## src/rtl/regfile_write_bank.sv

```systemverilog
// Write side of the 32 x 32-bit register file.
// A write-back request is captured into a one-entry staging register and
// committed to the array on the following edge through a one-hot decode.
// Register 0 is hard-wired to zero, so writes to it are dropped at capture.
module regfile_write_bank #(
  parameter int WIDTH = 32,
  parameter int DEPTH = 32
) (
  input  logic                     clock,
  input  logic                     reset,
  input  logic                     ctrl_writeEnable,
  input  logic [4:0]               ctrl_writeReg,
  input  logic [WIDTH-1:0]         data_writeReg,
  output logic [DEPTH*WIDTH-1:0]   regs_flat,
  output logic                     pend_valid,
  output logic [4:0]               pend_reg,
  output logic [WIDTH-1:0]         pend_data,
  output logic                     commit_ack
);

  // Staging register contents
  logic             pendValid;
  logic [4:0]       pendReg;
  logic [WIDTH-1:0] pendData;
  logic             commitAck;

  // Storage for registers 1..DEPTH-1; register 0 has no storage at all
  logic [WIDTH-1:0] regArray [1:DEPTH-1];

  // One-hot write enables for registers 1..DEPTH-1
  logic [DEPTH-1:1] writeSel;

  // A request is worth staging only if it targets a real register
  logic captureHit;

  assign captureHit = ctrl_writeEnable && (ctrl_writeReg != 5'd0);

  // Capture stage: load the staging register, or clear it so the pend_*
  // outputs read as zero whenever nothing is waiting to commit
  always_ff @(posedge clock) begin
    if (reset) begin
      pendValid <= 1'b0;
      pendReg   <= 5'd0;
      pendData  <= '0;
    end else if (captureHit) begin
      pendValid <= 1'b1;
      pendReg   <= ctrl_writeReg;
      pendData  <= data_writeReg;
    end else begin
      pendValid <= 1'b0;
      pendReg   <= 5'd0;
      pendData  <= '0;
    end
  end

  // 5-to-32 one-hot decode of the staged destination
  always_comb begin
    writeSel = '0;
    for (int i = 1; i < DEPTH; i++) begin
      writeSel[i] = pendValid && (pendReg == 5'(i));
    end
  end

  // Commit stage: the selected register takes the staged data; reset
  // clears the array and drops anything still staged
  always_ff @(posedge clock) begin
    for (int i = 1; i < DEPTH; i++) begin
      if (reset) begin
        regArray[i] <= '0;
      end else if (writeSel[i]) begin
        regArray[i] <= pendData;
      end
    end
  end

  // Acknowledge pulse for the cycle after a staged write lands
  always_ff @(posedge clock) begin
    if (reset) begin
      commitAck <= 1'b0;
    end else begin
      commitAck <= pendValid;
    end
  end

  // Flatten the array for the read-port muxes; word 0 is constant zero
  genvar g;
  generate
    for (g = 0; g < DEPTH; g++) begin : gen_flat
      if (g == 0) begin : gen_zero
        assign regs_flat[WIDTH-1:0] = '0;
      end else begin : gen_word
        assign regs_flat[g*WIDTH +: WIDTH] = regArray[g];
      end
    end
  endgenerate

  assign pend_valid = pendValid;
  assign pend_reg   = pendReg;
  assign pend_data  = pendData;
  assign commit_ack = commitAck;

endmodule

```

## config.mk

```make
export PLATFORM = sky130hd
export DESIGN_NAME = regfile_write_bank
export DESIGN_NICKNAME = d
export VERILOG_FILES = /design/src/rtl/regfile_write_bank.sv
export SDC_FILE = /design/constraint.sdc
export NUM_CORES = 1
export LEC_CHECK = 0
export BUFFER_PORTS_ARGS = -buffer_cell sky130_fd_sc_hd__buf_2
export CELL_PAD_IN_SITES_DETAIL_PLACEMENT = 1
export CELL_PAD_IN_SITES_GLOBAL_PLACEMENT = 2
export CORE_AREA = 4 4 430 432
export CTS_CLUSTER_DIAMETER = 30
export DETAILED_ROUTE_END_ITERATION = 10
export DIE_AREA = 0 0 434 436
export PLACE_DENSITY_LB_ADDON = 0.25
export SYNTH_ARGS = -nofsm -noshare
export SYNTH_HDL_FRONTEND = slang
export SYNTH_SLANG_ARGS = --single-unit
export TNS_END_PERCENT = 50
```

## constraint.sdc

```tcl
create_clock -name clock -period 4.4 [get_ports clock]
set_input_delay 0.88 -clock clock [delete_from_list [all_inputs] [get_ports clock]]
set_output_delay 0.88 -clock clock [all_outputs]
set_load 0.02 [all_outputs]
```

### After elaboration in Yosys (flattened, before gate mapping)

Memories as Yosys holds them, arrays and structs flattened.
Cells that the tools add are included.

* order comparisons: 0
* bitwise logic cells: 32
* $add $sub $neg: 0
* eq/ne operators: 31
* muxes and demuxes: 127
* multipliers: 0
* shifts and indexed selects: 0
* div/mod/pow operators: 0
* reductions and logical operators: 34

Operator list (number)
* 2-to-1 mux 32 bit: 31
* 2-to-1 mux 1 bit: 96
* == test 5 bit, second input constant: 16
* == test 5 x 4 -> 1 bit, second input constant: 8
* logical AND 1 bit: 32
* bitwise OR 1 bit: 31
* == test 5 x 3 -> 1 bit, second input constant: 4
* == test 5 x 2 -> 1 bit, second input constant: 2
* == test 5 x 1 -> 1 bit, second input constant: 1
* nonzero test 5 bit: 1
* OR reduction 2 bit: 1
* NOT 1 bit: 1

* flip-flop bits (word level): 39
* bits in latches: 0
* bits in writable memories: 992
* ROM bits: 0
* memories kept: 1
* output and inout port bits: 1063

Memories
* regArray: depth 31, bits a word 32, read ports 31, clocked after Yosys merged registers in 0, wr ports 31, line 28 `logic [WIDTH-1:0] regArray [1:DEPTH-1];`

### Longest topological paths before layout

* word-level depth: 6
* mapped depth: 6
* gate-level depth less buffers: 2

### Worst setup path after synthesis

OpenSTA, ideal clock, no wires.

* kind: reg2reg
* start point: register pendReg[1] (netlist: pend_reg[1])
* end point: register, netlist name regArray[0][640]
* clock period less this slack: 3283 ps
* slack: 1117 ps
* data arrival time: 2855 ps
* buffers on the path: 2
* required time: 3972 ps
* cell stages (with the launch flop): 5
* setup time: 428 ps
* path through: dfxtp_1 or4b_1 buf_2 buf_6 o21bai_1

RTL lines
* from (decl): line 23 `logic [4:0] pendReg;`
* from (signal assigned): line 47 `pendReg <= ctrl_writeReg;`

### Worst setup path after layout

* start point: register pendData[21] (netlist: pend_data[21])
* end point: output port pend_data[21]

RTL lines
* from (decl): line 24 `logic [WIDTH-1:0] pendData;`
* from (signal assigned): line 48 `pendData <= data_writeReg;`
* to (decl): line 17 `output logic [WIDTH-1:0] pend_data,`

No word-level cell between the ends.

==> results.py <==
metrics = {
    "power_and_ir_drop": {
        "leakage_nw": 20.7,
        "total_power_mw": 34.1,
        "irDropWorstVdd_v": 0.000313,
        "p_per_area_nw_per_um2": 599,
    },
    "setup_path": {
        "critPathKind": "flop to output pin",
        "cpPeakStageDelay_ns": 1.06,
        "cp_cell_sequence": "buf_2",
        "reg2reg_from": "pend_reg[0]",
        "cp_data_arrival_time_ns": 2.29,
        "path_max_fanout": 6,
        "timing.rr.end": "regArray[0][249]",
        "worstPathRequired_ns": 3.52,
        "path_buf_inv": 1,
        "ff2ff_setup_slack_ns": 1.39,
        "path_delay_family": "flip-flops",
        "endpoint_kind": "output pin",
        "ff2ff_path_depth": 4,
        "crit_path_start_kind": "flop",
        "cp_slowest_cell": "dfxtp_1",
    },
    "hold_path": {
        "min_from": "ctrl_writeReg[0]",
        "hp-class": "input port to flop",
        "holdPathEnd": "pend_reg[0]",
        "hold-path-cell-count": 2,
    },
    "clock_tree": {
        "postCtsHoldBufs": 0,
        "cts_buffers": 310,
        "cts-root-buf": "clkbuf_16",
        "cts_buffer_depth": 4,
        "cts_tree": "yes",
        "insertion_delay_ns": 0.93,
        "clk_pin_slew_ns": 0.04,
        "htreeDepth": 5,
        "cts_num_sinks": 1031,
        "cts_setup_buffers": 0,
        "ctsResizeCount": 0,
    },
    "final_layout": {
        "utilization_pct": 31.5,
        "layout_commonest_cell": "buf_2",
        "largest_reg_flops": 992,
        "layout_common_cells": "buf_2, edfxtp_1, nor3_1, clkbuf_16, nand3b_1",
        "syn2layout_area_growth_pct": 44.9,
        "drive_above_1_share_pct": 42.4,
        "final.fill_count": 19328,
        "layout.nets": 3857,
    },
    "detailed_routing": {
        "first_iter_violations": 2253,
        "drc": 0,
        "vias": 29861,
        "viasPerCell": 4.65,
        "ant_nets": 0,
        "drt-total-wl_um": 217000,
        "firstDrtPassIters": 5,
        "wl_per_cell_um": 33.8,
    },
    "sta": {
        "hold_violations": 0,
        "slew_headroom_pct": 14.6,
        "rsz0062_at_grt": "no",
        "finalSetupViolations": 0,
        "finalCriticalPeriod_ns": 3.17,
        "fin_crit_sh_pct": 72.1,
        "timing.fmax_ghz": 0.315,
        "setup_slack_ns": 1.23,
        "tightestPinTransition_ns": 1.28,
        "skew_ns": 0.0739,
        "slew_violations": 0,
        "tns_ns": 0,
    },
    "global_route": {
        "antenna_found_initial": 34,
        "grt_pass1_wl_um": 284000,
        "track_usage_pct": 22.1,
        "grt.overflow.total": 0,
        "grt_pass1_vias": 30428,
        "grt_start_max_net_pins": 133,
    },
    "synthesis": {
        "ys_ff_latch": 1031,
        "syn_area_um2": 39300,
        "synth_top_flop_cell": "edfxtp_1",
        "synthArstFlopShare_pct": 0,
        "netlist_instances": 2616,
        "seq_area_frac_synth_pct": 77.8,
        "synth.avg_cell_area_um2": 15.0,
        "synth_cell_types": 34,
        "yosysWarnings": 0,
        "synth_edf_count": 992,
    },
    "die": {
        "initial_core_util_pct": 21.8,
        "core_region_area_um2": 181000,
        "io_pins": 1103,
        "fp.dieW_um": 434,
        "dieArea_um2": 189000,
        "rows": 156,
        "die_h_um": 436,
    },
    "run_status": {
        "outcome": "finished clean",
    },
    "placed_design": {
        "portBuffers": 1070,
        "place_congestion": 0.805,
        "dp_hpwl_um": 149000,
        "pre_cts_ws_ns": 1.28,
    },
    "flow_run": {
        "drv_cap": 0,
    },
}
[layer usage]
layer	up-vias	GRT usage (%)	wire (um)
met5	-	0	92
met2	1422	37.7	108000
li1	12506	-	-
met3	444	6.52	17000
met1	15475	24.8	79300
met4	14	12.1	12800
[final cells by class]
cell class | count | area [um2] | area share (%)
diodes | 12 | 30.0 | 0.0527
clock buffers | 379 | 8150 | 14.3
clock inverters | 152 | 1480 | 2.60
inverters | 33 | 124 | 0.218
multi-input cells | 1280 | 7380 | 13.0
flip-flops and latches | 1031 | 30600 | 53.7
well taps | 2370 | 2970 | 5.21
repair buffers | 1161 | 6210 | 10.9
[synthesized netlist by cell type (all sizes together), types with 2 or more instances]
cell type / n / area (um2)
clkbuf: 145 / 544
and2: 5 / 31.3
nand3: 32 / 160
nand2b: 3 / 18.8
a21oi: 32 / 160
nor2b: 4 / 25.0
nand4bb: 2 / 22.5
o21bai: 20 / 150
nor4bb: 2 / 20.0
clkinv: 32 / 120
nand4b: 3 / 26.3
or3b: 34 / 298
nor3: 992 / 5150
nand2: 2 / 7.51
a31o: 3 / 26.3
edfxtp: 992 / 29800
nand3b: 98 / 736
buf: 158 / 1090
a21o: 8 / 60.1
dfxtp: 39 / 781
[metrics by stage]
step	hold slack [ns]	instance area (um2)	cells
after CTS	0.149	56900	6406
final	0.231	56900	6418
after floorplan	0.715	39400	2647
after global routing	0.180	56900	6411
after global placement	0.934	47300	5875
after detailed placement	0.931	47300	5875
[cell families (layout without fill, tap and decap cells)]
group / count (synthesis) / count (layout) / synth area share [%]
AND/OR/NAND/NOR: 1184 / 1184 / 16.7
flip-flops: 1031 / 1031 / 77.8
other: 1 / 44 / 0.00955
AO/OA/AOI/OAI: 64 / 64 / 1.03
buffers and inverters: 336 / 1725 / 4.48
[where the power goes]
part,leakage (nW),internal (mW),switching (mW)
combinational,5.80,0.408,1.61
sequential,10.2,11.2,0.259
clock,4.68,14.3,6.33
total,20.7,25.9,8.20
[worst max path at each step]
stage | start | to | slack [ns] | cells past startpoint
6_report | pend_data[21] | pend_data[21] | 1.23 | 1
5_1_grt | pend_data[21] | pend_data[21] | 1.17 | 1
4_1_cts | pend_data[24] | pend_data[24] | 1.09 | 1
3_5_place_dp | reset | regArray[0][93] | 1.28 | 5
3_3_place_gp | reset | regArray[0][895] | 1.30 | 5
2_1_floorplan | pend_reg[1] | regArray[0][640] | 1.12 | 4
Power figures use the tool's default switching activity.
